`config.mk`:
```
export PLATFORM = sky130hd
export DESIGN_NAME = inst_mem
export DESIGN_NICKNAME = d
export VERILOG_FILES = /design/src/rtl/inst_mem.sv
export SDC_FILE = /design/constraint.sdc
export NUM_CORES = 2
export LEC_CHECK = 0
export CAP_MARGIN = 20
export CORE_MARGIN = 4
export CORE_UTILIZATION = 55
export DETAILED_ROUTE_END_ITERATION = 8
export HOLD_SLACK_MARGIN = 0.02
export PLACE_DENSITY = 0.74
export SETUP_SLACK_MARGIN = 0.1
export SLEW_MARGIN = 20
export SYNTH_ARGS = -nofsm -noshare
export SYNTH_HDL_FRONTEND = slang
export SYNTH_SLANG_ARGS = --single-unit
```
`constraint.sdc`:
```
create_clock -name clk -period 3.85 [get_ports clk]
set_input_delay 0.77 -clock clk [delete_from_list [all_inputs] [get_ports clk]]
set_output_delay 0.77 -clock clk [all_outputs]
set_load 0.01 [all_outputs]
```
`src/rtl/inst_mem.sv`:
```
// Instruction memory with a power-up clear sweep, a registered fetch port and a program-load write port.
// Define INST_MEM_PARITY_EN to store an even-parity bit per word and report parity_err on fetch.
module inst_mem #(
    parameter int ADDR_W = 6,
    parameter int DATA_W = 32
) (
    input  logic              clk,
    input  logic              rst,
    input  logic              ce,
    input  logic [ADDR_W-1:0] addr,
    output logic [DATA_W-1:0] inst,
    output logic              inst_valid,
    output logic              ready,
    input  logic              ld_en,
    input  logic [ADDR_W-1:0] ld_addr,
    input  logic [DATA_W-1:0] ld_data
`ifdef INST_MEM_PARITY_EN
    ,
    input  logic              ld_par_flip,
    output logic              parity_err
`endif
);

    localparam int DEPTH = 2 ** ADDR_W;
`ifdef INST_MEM_PARITY_EN
    localparam int WORD_W = DATA_W + 1;
`else
    localparam int WORD_W = DATA_W;
`endif
    localparam logic [ADDR_W-1:0] LAST = ADDR_W'(DEPTH - 1);

    typedef enum logic {
        CLEAR,
        READY
    } state_t;

    state_t            state;
    logic [ADDR_W-1:0] counter;
    logic [WORD_W-1:0] mem [DEPTH];
    logic [WORD_W-1:0] ld_word;
    logic [WORD_W-1:0] rd_word;

`ifdef INST_MEM_PARITY_EN
    // Stored bit makes the whole word even; a flipped load deliberately corrupts it.
    assign ld_word = {(^ld_data) ^ ld_par_flip, ld_data};
`else
    assign ld_word = ld_data;
`endif

    assign rd_word = mem[addr];

    // NOTE: the array has no reset branch so it maps onto RAM; the CLEAR sweep zeroes it instead.
    always_ff @(posedge clk) begin
        if (!rst) begin
            if (state == CLEAR) begin
                mem[counter] <= '0;
            end else if (ld_en) begin
                mem[ld_addr] <= ld_word;
            end
        end
    end

    // NOTE: non-blocking reads of mem here see the pre-edge word, which gives read-before-write on a same-address load.
    always_ff @(posedge clk) begin
        if (rst) begin
            state      <= CLEAR;
            counter    <= '0;
            ready      <= 1'b0;
            inst       <= '0;
            inst_valid <= 1'b0;
`ifdef INST_MEM_PARITY_EN
            parity_err <= 1'b0;
`endif
        end else begin
            case (state)
                CLEAR: begin
                    counter    <= counter + ADDR_W'(1);
                    inst       <= '0;
                    inst_valid <= 1'b0;
`ifdef INST_MEM_PARITY_EN
                    parity_err <= 1'b0;
`endif
                    if (counter == LAST) begin
                        state <= READY;
                        ready <= 1'b1;
                    end
                end
                READY: begin
                    if (ce) begin
                        inst       <= rd_word[DATA_W-1:0];
                        inst_valid <= 1'b1;
`ifdef INST_MEM_PARITY_EN
                        parity_err <= ^rd_word;
`endif
                    end else begin
                        inst       <= '0;
                        inst_valid <= 1'b0;
`ifdef INST_MEM_PARITY_EN
                        parity_err <= 1'b0;
`endif
                    end
                end
                default: begin
                    state <= CLEAR;
                    ready <= 1'b0;
                end
            endcase
        end
    end

endmodule

```
After elaboration in Yosys (flattened, before gate mapping)
Memories as Yosys holds them, arrays and structs flattened.
Cells that the tools add are included.
- add/sub/neg operators: 1
- bitwise gates (word level): 1
- div/mod/pow operators: 0
- magnitude comparators: 0
- multiplexer cells: 16
- $mul: 0
- shift operators: 0
- equality and inequality tests: 1
- reductions and logical operators: 2
- operator list (cell ; number):
    $mux W32 ; 2
    $pmux W32 S2 ; 1
    $reduce_or A32 Y1 ; 1
    $mux W1 ; 11
    $add A6 B1 Y6 const B ; 1
    $eq A6 B6 Y1 const B ; 1
    $mux W6 ; 1
    $pmux W1 S2 ; 1
    $reduce_and A2 Y1 ; 1
    $not A1 Y1 ; 1
- memories kept: 1
- memory bits (writable): 2048
- register bits: 41
- bits of input ports: 48
- ROM bits: 0
- output and inout port bits: 34
- latch bits: 0
- memories (name ; depth ; width ; read ports ; clocked after memory_dff ; write ports ; line ; source):
    mem ; 64 ; 32 ; 1 ; 0 ; 1 ; 39 ; logic [WORD_W-1:0] mem [DEPTH];

Depth between registers and ports, before layout
- depth in word-level cells: 6
- depth in mapped cells: 10
- mapped depth without buffers: 6

Worst setup path after synthesis
Ideal clock, no wire load.
- kind: input to register
- start point: input rst
- end point: memory mem[33][0] in the netlist's numbering (enable)
- slack: 0.179 ns
- path buffers: 1
- arrival: 3.250 ns
- stages: 5
- required time: 3.429 ns
- cells stage by stage: and3b_1 -> clkbuf_1 -> mux2i_1 -> o21ai_1 -> nor2_1
- word-level cells in the longest chain between the ends: 4
- RTL lines (element ; line ; source):
    from (decl) ; 8 ; input logic rst,
    $mux W1 ; 54 ; if (!rst) begin
    $mux W1 (not written as such) ; 58 ; mem[ld_addr] <= ld_word;
    $reduce_or A32 Y1 (no source line) ; -- ;
    $mux W6 (no source line) / $mux W1 (equally long branches) ; -- ;
    to (decl) ; 39 ;
Parallel ways exist; a longest one is shown, timed or not.

Final worst setup path
- start point: input addr[1]
- end point: register inst[27]
- word-level cells in the longest chain between the ends: 3
- RTL lines (element ; line ; source):
    from (decl) ; 10 ; input logic [ADDR_W-1:0] addr,
    $mem_v2 Z64 W32 ; -- ;
    $mux W32 ; 89 ; if (ce) begin
    $pmux W32 S2 ; 75 ; case (state)
    to (signal assigned) ; 90 ; inst <= rd_word[DATA_W-1:0];
    to (decl) ; 11 ; output logic [DATA_W-1:0] inst,
Every way passes these cells.
A chain may end at the register's enable or synchronous reset.

==> run summary <==
CTS tree: built
largest net degree at the start of global routing: 65
status: completed
clk buf depth: 3
Synth Area in Adders: 0.000156
critical path, cell by cell: buf_8 > buf_12 > buf_12 > buf_12 > buf_4 > mux4_2 > a22oi_1 > nand2_1 > a21oi_1 > o21ai_0
final WL: 206000 um
HPWL after detailed placement: 124000 um
Max-Cap Viols: 0
Final GP Congestion: 0.847
Yosys reg bits: 2089
Reg area: 0.0623 mm2
Synth async-reset ratio: 0
DR vias: 40506
most common cell after layout, fill and taps aside: edfxtp_1
CP dominant cell by count: buf_12
CP Launch Point: addr[1]
Die Area: 0.152 mm2
sequential cell area fraction in the yosys report: 0.778
Netlist Area Pre-Place: 0.0802 mm2
CP max stage delay: 0.43 ns
nets@finish: 4016
worst-skew pair later-pin latency: 0.83 ns
maximum fanout along the worst path: 54
fin cells: 6043
Synth Area in XOR/XNOR: 0.000437
Worst Setup EP: inst[27]
worst setup skew after layout: 0.0259 ns
Initial Utilization: 0.556
Num CTS Buffers: 197
Yosys cell types: 71
# rows: 139
CP max stage cell: buf_8
most frequent cells in the layout: 2048 x edfxtp_1, 455 x mux4_2, 216 x buf_4
mux contribution to synthesized area: 0.154
Fmax: 333 MHz
Slew HR: 0.290
Final Hold Violating Endpoints: 0
Post-synth EDFFs: 2048
fillers: 8981
simple-gate share of the synthesized area: 0.0216
VDD IR-drop max: 0.515 mV
initial DRC count: 6553
PwrDens: 488 mW/mm2
post-route setup TNS: 0 ns
Worst Tran Pin Value: 1.06 ns
Compound-Gate Fraction of Synth Area: 0.0281
dominant synthesized flop cell: edfxtp_1
cell chosen for the clock root: clkbuf_16
critical path class: in2reg
GRT overflow: 0
vias in the first global route: 40143
Mean Syn Cell Area: 22.5 um2
Clock transition at path regs: 0.06 ns
reg-to-reg slack, setup: 0.87 ns
Mapped Cells: 3557
post-route ant nets: 0
CP Data Required Time: 4.48 ns
CTS sink count: 2089
via/cell ratio: 6.70
Hold Crit Class: reg2reg
Multi-input gate area: 0.0169 mm2
IO buf count: 81
Register-to-Register Path Depth: 8
die height: 390 um
minimum clock period: 3.00 ns
setup bufs post-CTS: 0
RR Endpoint: mem[46][24]
drt first pass iters: 7
area grow syn2layout: 15.4%
crit share post-route: 0.780
synthesized net count: 3606
first-pass GRT wire length: 296000 um
antenna violations before repair: 9
Clock H-tree levels: 4
RSZ-0062 raised after global routing: no
Post-CTS Resized: 0
combinational family with the most area after synthesis: multiplexers
# DRC: 0
total track usage: 0.275
final setup fails: 0
WL/cell: 34.1 um
# hold bufs at CTS: 0
io pins: 82
reg2reg start: state
Core ar.: 0.144 mm2
Pleak: 0.0331 uW
share of layout cells above drive strength 1: 0.294
placed cells: 5671
warnings from Yosys: 0
CP arrival: 3.64 ns
Worst Setup End Kind: flop
die width: 390 um
Slew Limit Fails: 0
critical path launch point type: input pin
==> cells in the mapped netlist (all sizes together), types with 3 or more instances <==
library cell	number	area share
dfxtp	41	0.010
a221o	3	0.00037
a22o	22	0.0025
clkbuf	67	0.0060
a31oi	10	0.00078
and3	3	0.00023
mux4	499	0.14
a221oi	20	0.0022
nor2	94	0.0044
a211oi	11	0.0010
a2111oi	3	0.00033
nand2	85	0.0040
o21ai	33	0.0021
nand3b	12	0.0012
a21oi	54	0.0034
o31ai	3	0.00028
a22oi	71	0.0067
o22ai	63	0.0049
o211ai	9	0.00084
o221ai	8	0.00087
mux2i	64	0.0080
and2	37	0.0029
edfxtp	2048	0.77
buf	122	0.012
o22a	3	0.00033
nor4	6	0.00047
or2	5	0.00039
nand4	4	0.00031
nor2b	16	0.0012
o21a	3	0.00028
xor2	3	0.00033
inv	6	0.00028
nand2b	16	0.0012
mux2	27	0.0038
nand3	33	0.0021
nor3b	5	0.00047
nor3	13	0.00081
or3	8	0.00062
a211o	3	0.00033
==> state kept, by name, summed over array words and instances, names as in the netlist <==
name        count
inst           32
mem          2048
counter         6
inst_valid      1
ready           1
state           1
==> critical path: cells and delay by family <==
kind            cells  cell delay [ns]
simple gates        1             0.12
compound gates      3             0.87
buf+inv             5             1.45
mux                 1             0.34
==> final cells by class <==
cell class	instances	area share
tap	1903	0.0257
sequential	2089	0.674
clock buffer	252	0.0572
clock inverter	118	0.0107
multi-input combinational	1270	0.183
timing repair buffer	401	0.0490
antenna	2	0.0000541
inverter	8	0.000325
==> logic make-up (layout without fill, tap and decap cells) <==
group,Yosys count,count (layout)
flops,2089,2089
mux,590,590
simple gates,348,348
compound gates,327,327
buf+inv,198,779
xor+xnor,4,4
fa+ha+maj,1,1
other cells,0,2
==> per-layer routing <==
metal  vias up  part of all wire  GRT usage
li1      15979                 -          -
met1     21082              0.36      0.392
met2      2988              0.47      0.418
met3       453              0.12     0.0619
met4         4             0.045      0.113
met5         -           0.00012          0
==> report_power, final <==
group	leakage, uW	internal [uW]	switching, uW	total (uW)
combinational	0.00749	665	911	1580
clock	0.00310	10500	8310	18900
sequential	0.0225	24700	21.1	24700
==> metrics by stage <==
step,hold WS (ns),power [uW],setup slack (ns),area (um2),util
2_1_floorplan,0.494,26100,0.179,80200,-
3_3_place_gp,0.541,26700,0.0329,86200,0.598
3_5_place_dp,0.557,26700,-0.00123,86200,0.598
4_1_cts,0.581,45300,0.816,92500,0.641
5_1_grt,0.626,46400,0.714,92500,0.641
6_report,0.578,45100,0.847,92500,0.641
==> worst min-delay path by stage <==
stage               cells past startpoint       start         end  slack (ns)
global placement                        2       ready       ready        0.54
floorplan                               2       ready       ready        0.49
detailed placement                      2       ready       ready        0.56
CTS                                     4     addr[4]    inst[28]        0.58
finish                                  2  counter[5]  counter[5]        0.58
global route                            2       ready       ready        0.63
(Power assumes the default switching activity.)
